$ cat src/rtl/sigmoid_out_fifo.sv
// Output buffer for the sigmoid stage: a small first-word-fall-through FIFO with a
// valid/ready drain, occupancy, sticky overflow and a constant transistor tally.
module sigmoid_out_fifo #(
  parameter int DEPTH = 4,
  parameter int DW    = 16,
  parameter int CW    = 3
) (
  input  logic          clk,
  input  logic          rst_n,
  input  logic          i_in_valid,
  input  logic [DW-1:0] i_y,
  input  logic          i_flush,
  input  logic          i_out_ready,
  output logic [DW-1:0] o_y,
  output logic          o_out_valid,
  output logic [CW-1:0] o_count,
  output logic          o_overflow,
  output logic [50:0]   number
);

  localparam int AW = (DEPTH > 1) ? $clog2(DEPTH) : 1;

  // Transistor cost of each cell type used in the tally below.
  localparam int T_DFF   = 24;
  localparam int T_MUX2  = 12;
  localparam int T_AND2  = 6;
  localparam int T_OR2   = 6;
  localparam int T_XOR2  = 12;
  localparam int T_FA    = 28;

  localparam int N_STORAGE = DEPTH * DW * (T_DFF + T_MUX2);
  localparam int N_RDMUX   = (DEPTH - 1) * DW * T_MUX2;
  localparam int N_OGATE   = DW * T_AND2;
  localparam int N_WDEC    = DEPTH * T_AND2;
  localparam int N_PTRS    = 2 * AW * (T_DFF + T_XOR2);
  localparam int N_COUNT   = CW * (T_DFF + T_FA);
  localparam int N_OVF     = T_DFF + T_OR2;
  localparam int N_CTRL    = 8 * T_AND2;
  localparam int N_TOTAL   = N_STORAGE + N_RDMUX + N_OGATE + N_WDEC
                           + N_PTRS + N_COUNT + N_OVF + N_CTRL;

  logic [DW-1:0] r_mem [DEPTH];
  logic [AW-1:0] r_rd_ptr;
  logic [AW-1:0] r_wr_ptr;
  logic [CW-1:0] r_count;
  logic          r_overflow;

  logic w_valid;
  logic w_full;
  logic w_pop;
  logic w_push;
  logic w_drop;

  assign w_valid = (r_count != '0);
  assign w_full  = (r_count == CW'(DEPTH));
  assign w_pop   = w_valid && i_out_ready;
  // A full FIFO still accepts when the head leaves in the same cycle.
  assign w_push  = i_in_valid && (!w_full || w_pop);
  assign w_drop  = i_in_valid && w_full && !w_pop;

  // Storage has no reset; stale entries are masked by o_out_valid.
  always_ff @(posedge clk) begin
    if (rst_n && !i_flush && w_push) begin
      r_mem[r_wr_ptr] <= i_y;
    end
  end

  always_ff @(posedge clk) begin
    if (!rst_n) begin
      r_rd_ptr   <= '0;
      r_wr_ptr   <= '0;
      r_count    <= '0;
      r_overflow <= 1'b0;
    end else if (i_flush) begin
      r_rd_ptr <= '0;
      r_wr_ptr <= '0;
      r_count  <= '0;
    end else begin
      if (w_pop) begin
        r_rd_ptr <= r_rd_ptr + AW'(1);
      end
      if (w_push) begin
        r_wr_ptr <= r_wr_ptr + AW'(1);
      end
      if (w_drop) begin
        r_overflow <= 1'b1;
      end
      case ({w_push, w_pop})
        2'b10:   r_count <= r_count + CW'(1);
        2'b01:   r_count <= r_count - CW'(1);
        default: r_count <= r_count;
      endcase
    end
  end

  assign o_out_valid = w_valid;
  assign o_y         = w_valid ? r_mem[r_rd_ptr] : '0;
  assign o_count     = r_count;
  assign o_overflow  = r_overflow;
  assign number      = 51'(N_TOTAL);

endmodule

$ cat config.mk
export PLATFORM = sky130hd
export DESIGN_NAME = sigmoid_out_fifo
export DESIGN_NICKNAME = d
export VERILOG_FILES = /design/src/rtl/sigmoid_out_fifo.sv
export SDC_FILE = /design/constraint.sdc
export NUM_CORES = 1
export LEC_CHECK = 0
export ABC_AREA = 0
export ABC_CLOCK_PERIOD_IN_PS = 1860
export CORE_ASPECT_RATIO = 0.5
export CORE_MARGIN = 3
export CORE_UTILIZATION = 44
export DETAILED_ROUTE_END_ITERATION = 8
export PLACE_DENSITY = 0.83
export SKIP_CTS_REPAIR_TIMING = 1
export SYNTH_ARGS = -nofsm -noshare
export SYNTH_HDL_FRONTEND = slang
export SYNTH_SLANG_ARGS = --single-unit
$ cat constraint.sdc
create_clock -name clk -period 1.86 [get_ports clk]
set_input_delay 0.372 -clock clk [delete_from_list [all_inputs] [get_ports clk]]
set_output_delay 0.372 -clock clk [all_outputs]
set_load 0.01 [all_outputs]
After elaboration in Yosys (flattened, before gate mapping)
Memories as Yosys holds them, arrays and structs flattened. A register that Yosys moved wholly into a read port is not among the register bits.
Cells that the tools add are included.

storage, ports and cells
  bits in registers = 8
  bits in latches = 0
  RAM bits = 64
  ROM bits = 0
  bits of input ports = 21
  output and inout port bits = 72
  word-level logic and storage cells = 34
  memories = 1

memories
  name   depth  bits a word  rd ports  clocked after memory_dff  wr ports  RTL line  text
  r_mem  4      16           1         1                         1         42        logic [DW-1:0] r_mem [DEPTH];

cells by class
  $add $sub $neg = 4
  $mul = 0
  div/mod/pow operators = 0
  magnitude comparators = 0
  equal/unequal tests = 3
  shifts and indexed selects = 0
  mux-type cells = 6
  bitwise operators = 2
  reductions and logical operators = 14

operators by type and width
  operator                                           number
  two-way mux 16 bit                                 1
  logical AND 1 bit                                  6
  one-hot mux 3 bit (2 select lines)                 1
  adder 2 x 1 -> 2 bit (second input constant)       2
  two-way mux 2 bit                                  2
  adder 3 x 1 -> 3 bit (second input constant)       1
  == test 3 bit (second input constant)              1
  logical NOT 1 bit                                  3
  nonzero test 3 bit                                 1
  subtractor 3 x 1 -> 3 bit (second input constant)  1
  == test 2 x 1 -> 1 bit (second input constant)     1
  == test 2 bit (second input constant)              1
  two-way mux 1 bit                                  2
  NOT 1 bit                                          2
  AND reduction 2 bit                                1
  nonzero test 2 bit                                 1
  OR reduction 2 bit                                 1
  logical OR 1 bit                                   1

Depth between registers and ports, before layout
  depth after elaboration = 7
  mapped depth = 9
  depth with buffers taken out = 7

Least setup slack after synthesis
OpenSTA, ideal clock, no wires.

  path kind = register to register
  start point = register r_count[2], in the netlist o_count[2]
  end point = register r_count[2], in the netlist o_count[2]
  arrival = 1.924 ns
  data required time = 1.786 ns
  slack = -0.138 ns
  stages on the path, launching flop included = 10
  clock period less this slack = 1.998 ns
  path through = dfxtp_1 -> buf_4 -> nor3_4 -> buf_2 -> inv_2 -> nand3_1 -> fa_1 -> nand2b_2 -> or3b_1 -> a31oi_1

between the ends
  cells in the longest elaborated chain, start to end = 6

ends and longest elaborated chain
  item                                                                             RTL line  text
  start, declared                                                                  45        logic [CW-1:0] r_count;
  start signal, assigned                                                           89        2'b10: r_count <= r_count + CW'(1);
  start signal, assigned                                                           90        2'b01: r_count <= r_count - CW'(1);
  start signal, assigned                                                           91        default: r_count <= r_count;
  nonzero test 3 bit (*)                                                           54        assign w_valid = (r_count != '0);
  named net o_out_valid                                                            15        output logic o_out_valid,
  logical AND 1 bit (*)                                                            56        assign w_pop = w_valid && i_out_ready;
  logical OR 1 bit                                                                 58        assign w_push = i_in_valid && (!w_full || w_pop);
  logical AND 1 bit                                                                58
  == test 2 x 1 -> 1 bit / == test 2 bit (equally long branches)                   88        case ({w_push, w_pop})
  one-hot mux 3 bit (2 select lines) / nonzero test 2 bit (equally long branches)  n/a

The timed path passes the listed nets; every way through them passes the cells marked *.
A chain may end at the register's enable or synchronous reset.

==> flow_summary.html <==
<table>
<tr><th>Metric</th><th>Value</th></tr>
<tr><th colspan="2">Status</th></tr>
<tr><td>Status</td><td>complete, but fails checks</td></tr>
<tr><td>Violations in the final reports</td><td>negative setup slack</td></tr>
<tr><th colspan="2">Worst setup path</th></tr>
<tr><td>Delay-heaviest family, CP</td><td>multiplexers</td></tr>
<tr><td>Stages on the worst setup path</td><td>4</td></tr>
<tr><td>Buffers plus inverters on the worst setup path</td><td>2</td></tr>
<tr><td>Endpoint type of the worst setup path</td><td>output port</td></tr>
<tr><td>Slack of the worst reg-to-reg path</td><td>270 ps</td></tr>
<tr><td>Crit path max-delay cell type</td><td>sky130_fd_sc_hd__mux4_2</td></tr>
<tr><td>Category of the worst setup path launch point</td><td>register</td></tr>
<tr><td>Depth of the worst register-to-register path</td><td>7</td></tr>
<tr><td>Capturing point of the worst reg2reg path</td><td>o_count[2]</td></tr>
<tr><td>Data arrival time of the critical path</td><td>1670 ps</td></tr>
<tr><td>CP max FO</td><td>8</td></tr>
<tr><td>Critical path's largest stage delay</td><td>510 ps</td></tr>
<tr><td>Critical path, cell by cell</td><td>buf_12 -&gt; mux4_2 -&gt; nor2b_1 -&gt; clkbuf_2</td></tr>
<tr><td>Critical path type</td><td>register to output port</td></tr>
<tr><td>Critical Path Sink</td><td>o_y[5]</td></tr>
<tr><td>Startpoint of the worst register-to-register path</td><td>o_count[1]</td></tr>
<tr><td>Required time of the critical path</td><td>1490 ps</td></tr>
<tr><th colspan="2">Logic synthesis</th></tr>
<tr><td>Part of the Yosys area used for sequential elements</td><td>0.6163</td></tr>
<tr><td>Total number of yosys warnings</td><td>0</td></tr>
<tr><td>Synthesized area per cell</td><td>15.37 sq um</td></tr>
<tr><td>Most used flip-flop cell after synthesis</td><td>sky130_fd_sc_hd__edfxtp_1</td></tr>
<tr><td>Netlist area before placement</td><td>3443 sq um</td></tr>
<tr><td>EDFF count, synth</td><td>64</td></tr>
<tr><td>Post-synth ARST share</td><td>0</td></tr>
<tr><td>Share of the synthesized area in the top cell type</td><td>0.5581</td></tr>
<tr><td>Number of flip-flops and latches in the synthesized netlist</td><td>74</td></tr>
<tr><td>Most area-hungry cell type in the Yosys netlist</td><td>sky130_fd_sc_hd__edfxtp_1</td></tr>
<tr><td>Post-synthesis instance total</td><td>224</td></tr>
<tr><td>Post-synth cell types</td><td>37</td></tr>
<tr><td>Leading cell types by total area after synthesis</td><td>sky130_fd_sc_hd__edfxtp_1 (56%), sky130_fd_sc_hd__buf_4 (12%), sky130_fd_sc_hd__mux4_2 (10%)</td></tr>
<tr><th colspan="2">Clocking</th></tr>
<tr><td>Clock tree buffer depth</td><td>2</td></tr>
<tr><td>CTS clk-pin slew, worst paths</td><td>50 ps</td></tr>
<tr><td>Clock latency of the later-clocked register in the worst-skew pair</td><td>330 ps</td></tr>
<tr><td>TritonCTS clock tree</td><td>yes</td></tr>
<tr><td>Buffer type at the clock tree root</td><td>sky130_fd_sc_hd__clkbuf_16</td></tr>
<tr><td>H-tree levels</td><td>3</td></tr>
<tr><td>Inserted Clock Buffers</td><td>9</td></tr>
<tr><td>Number of sinks driven by the clock tree</td><td>74</td></tr>
<tr><th colspan="2">Timing</th></tr>
<tr><td>Worst Skew</td><td>6.320 ps</td></tr>
<tr><td>Setup violators final</td><td>16</td></tr>
<tr><td>Min Tclk post-route</td><td>2038 ps</td></tr>
<tr><td>Unrepaired setup endpoints after global routing</td><td>yes</td></tr>
<tr><td>Maximum clock frequency</td><td>490.7 MHz</td></tr>
<tr><td>Final number of max-transition violations</td><td>0</td></tr>
<tr><td>Final count of hold timing violations</td><td>0</td></tr>
<tr><td>Post-layout worst setup margin</td><td>-178.1 ps</td></tr>
<tr><td>Period utilisation layout</td><td>1.096</td></tr>
<tr><th colspan="2">Die</th></tr>
<tr><td>Number of placement rows</td><td>22</td></tr>
<tr><td>Die span in y</td><td>68.56 um</td></tr>
<tr><td>Die area</td><td>8988 sq um</td></tr>
<tr><td>Initial Utilization</td><td>0.4616</td></tr>
<tr><td>Die Span X</td><td>131.1 um</td></tr>
<tr><td>Floorplan core area</td><td>7460 sq um</td></tr>
<tr><td># IOs</td><td>93</td></tr>
<tr><th colspan="2">Power and ir drop</th></tr>
<tr><td>Internal power of the cells</td><td>3.125 mW</td></tr>
<tr><td>Lkg Pwr</td><td>1.539 nW</td></tr>
<tr><td>Switching part of the total power</td><td>0.2080</td></tr>
<tr><td>Clock power frac</td><td>0.460</td></tr>
<tr><td>Power density over cell area</td><td>934.9 nW/um^2</td></tr>
<tr><td>Sequential fraction of design power</td><td>0.464</td></tr>
<tr><td>Switching power of the nets</td><td>820.4 uW</td></tr>
<tr><td>Combinational share of power</td><td>0.077</td></tr>
<tr><td>Power consumption</td><td>3.945 mW</td></tr>
<tr><td>Max VDD drop</td><td>0.4009 mV</td></tr>
<tr><th colspan="2">Placed design</th></tr>
<tr><td>Placement-stage cell area</td><td>3938 sq um</td></tr>
<tr><td>Placed cells</td><td>377</td></tr>
<tr><td>Routability cong.</td><td>0.7872</td></tr>
<tr><td>Number of port buffers</td><td>41</td></tr>
<tr><td>Detailed placer's ending HPWL</td><td>3934 um</td></tr>
<tr><th colspan="2">Layout</th></tr>
<tr><td>Total Nets Final</td><td>308</td></tr>
<tr><td>Number of fill cells in the layout</td><td>562</td></tr>
<tr><td>Layout overhead on the synthesized area</td><td>22.57%</td></tr>
<tr><td>Share of final-layout standard cells stronger than drive strength 1</td><td>0.2727</td></tr>
<tr><td>Number of antenna diodes</td><td>0</td></tr>
<tr><td>Most frequent cells in the layout</td><td>sky130_fd_sc_hd__edfxtp_1 (64), sky130_fd_sc_hd__conb_1 (51), sky130_fd_sc_hd__clkdlybuf4s50_1 (25)</td></tr>
<tr><td>Final instance area</td><td>4220 sq um</td></tr>
<tr><td>Non-filler instance count after layout</td><td>394</td></tr>
<tr><td>Most common library cell in the layout ignoring fill and taps</td><td>sky130_fd_sc_hd__edfxtp_1</td></tr>
<tr><th colspan="2">GRT</th></tr>
<tr><td>Remaining global-route overflow</td><td>0</td></tr>
<tr><td>Number of antenna violations at the first check in global routing</td><td>0</td></tr>
<tr><td>Total routing usage reported by global routing</td><td>0.1426</td></tr>
<tr><td>Vias in the first global route</td><td>1,865</td></tr>
<tr><td>Maximum number of pins on one net before global-route repair</td><td>17</td></tr>
<tr><td>Global-route wire length before repair</td><td>9577 um</td></tr>
<tr><th colspan="2">Routing</th></tr>
<tr><td>DRT Pass-1 Iters</td><td>4</td></tr>
<tr><td>Drc violations</td><td>0</td></tr>
<tr><td>Number of routed nets with antenna violations</td><td>0</td></tr>
<tr><td>WL/cell</td><td>15.75 um</td></tr>
<tr><td>Violation count after the first detailed-routing iteration</td><td>104</td></tr>
<tr><td>Mean number of vias per cell</td><td>4.599</td></tr>
<tr><td>Count of vias placed by the detailed router</td><td>1,812</td></tr>
<tr><td>Final wirelength</td><td>6205 um</td></tr>
<tr><th colspan="2">Run</th></tr>
<tr><td>Count of maximum capacitance violations</td><td>0</td></tr>
<tr><th colspan="2">Min path</th></tr>
<tr><td>Worst hold path type</td><td>register to register</td></tr>
</table>
==> worst min path at each step <==
| stage | to | cells past startpoint | slack (ps) | from |
|---|---|---|---|---|
| floorplan | r_mem[0][0] | 0 | 470 | i_y[0] |
| global placement | o_overflow | 2 | 480 | o_overflow |
| detailed placement | o_overflow | 2 | 510 | o_overflow |
| CTS | o_overflow | 2 | 520 | o_overflow |
| global route | r_wr_ptr[1] | 2 | 570 | r_wr_ptr[1] |
| finish | o_overflow | 2 | 510 | o_overflow |
==> cell type report <==
| type | instances | area (sq um) | area share |
|---|---|---|---|
| well taps | 108 | 135.1 | 0.03202 |
| clock inverters | 6 | 90.09 | 0.02135 |
| repair buffers | 59 | 574.3 | 0.1361 |
| clock buffers | 9 | 225.2 | 0.05336 |
| flip-flops and latches | 74 | 2128 | 0.5043 |
| inverters | 7 | 26.28 | 0.006226 |
| multi-input cells | 131 | 1041 | 0.2467 |
==> metal layers <==
metal	part of all wire	GRT usage	vias up
met3	0.089	0.05435	10
met5	0	0	-
met2	0.52	0.2545	99
met4	0.016	0.06414	0
li1	-	-	826
met1	0.38	0.1587	877
==> state kept, by name, summed over array words and instances, names as in the netlist, named ones only <==
name	cells
o_count	3
o_overflow	1
r_mem	64
r_rd_ptr	2
r_wr_ptr	2
==> synth_stat cells, types with 2 or more instances <==
library cell / number
sky130_fd_sc_hd__dfxtp_1: 10
sky130_fd_sc_hd__and2_1: 4
sky130_fd_sc_hd__a21oi_1: 2
sky130_fd_sc_hd__edfxtp_1: 64
sky130_fd_sc_hd__buf_4: 54
sky130_fd_sc_hd__a31oi_1: 3
sky130_fd_sc_hd__mux4_2: 16
sky130_fd_sc_hd__inv_1: 6
sky130_fd_sc_hd__o21ai_0: 2
sky130_fd_sc_hd__nor2_1: 9
sky130_fd_sc_hd__nand2b_1: 2
sky130_fd_sc_hd__xor2_1: 2
sky130_fd_sc_hd__buf_6: 2
sky130_fd_sc_hd__buf_2: 4
sky130_fd_sc_hd__conb_1: 2
sky130_fd_sc_hd__nor2b_1: 17
sky130_fd_sc_hd__ha_1: 4
sky130_fd_sc_hd__mux2_1: 2
==> metrics by stage <==
step                utilization  hold WS, ps  setup WS (ps)  setup TNS [ps]
finish                   0.5658        513.5         -178.1           -2274
global route             0.5658        568.6         -230.7           -3177
CTS                      0.5701        523.1         -609.5           -9192
detailed placement       0.5278        508.1         -230.6          -17770
global placement         0.5278        481.0         -188.8          -13350
floorplan                     -        470.9         -26.28          -26.28
==> kinds of logic after synthesis <==
kind of cell,count (synthesis),synth area share
adder cells (fa/ha/maj),5,0.02035
flip-flops,74,0.6163
AND/OR/NAND/NOR,42,0.07740
multiplexers,19,0.1141
buffers and inverters,68,0.1392
AO/OA/AOI/OAI,11,0.02289
XOR/XNOR,3,0.007632
other,2,0.002181
==> worst min-delay path, stage by stage (launching register included) <==
cell	delay (ps)
sky130_fd_sc_hd__dfxtp_1	340
sky130_fd_sc_hd__a31oi_1	50
sky130_fd_sc_hd__nor2b_1	90
==> power groups by stage <==
| stage | Sequential [mW] | Clock [mW] | Combinational (mW) |
|---|---|---|---|
| after global routing | 1.83 | 1.91 | 0.328 |
| after global placement | 1.86 | 0 | 0.299 |
| after detailed placement | 1.87 | 0 | 0.309 |
| after CTS | 1.83 | 1.84 | 0.313 |
| after floorplan | 1.87 | 0 | 0.243 |
| final | 1.83 | 1.81 | 0.302 |
Note: power is estimated with default switching activity, not from simulation.
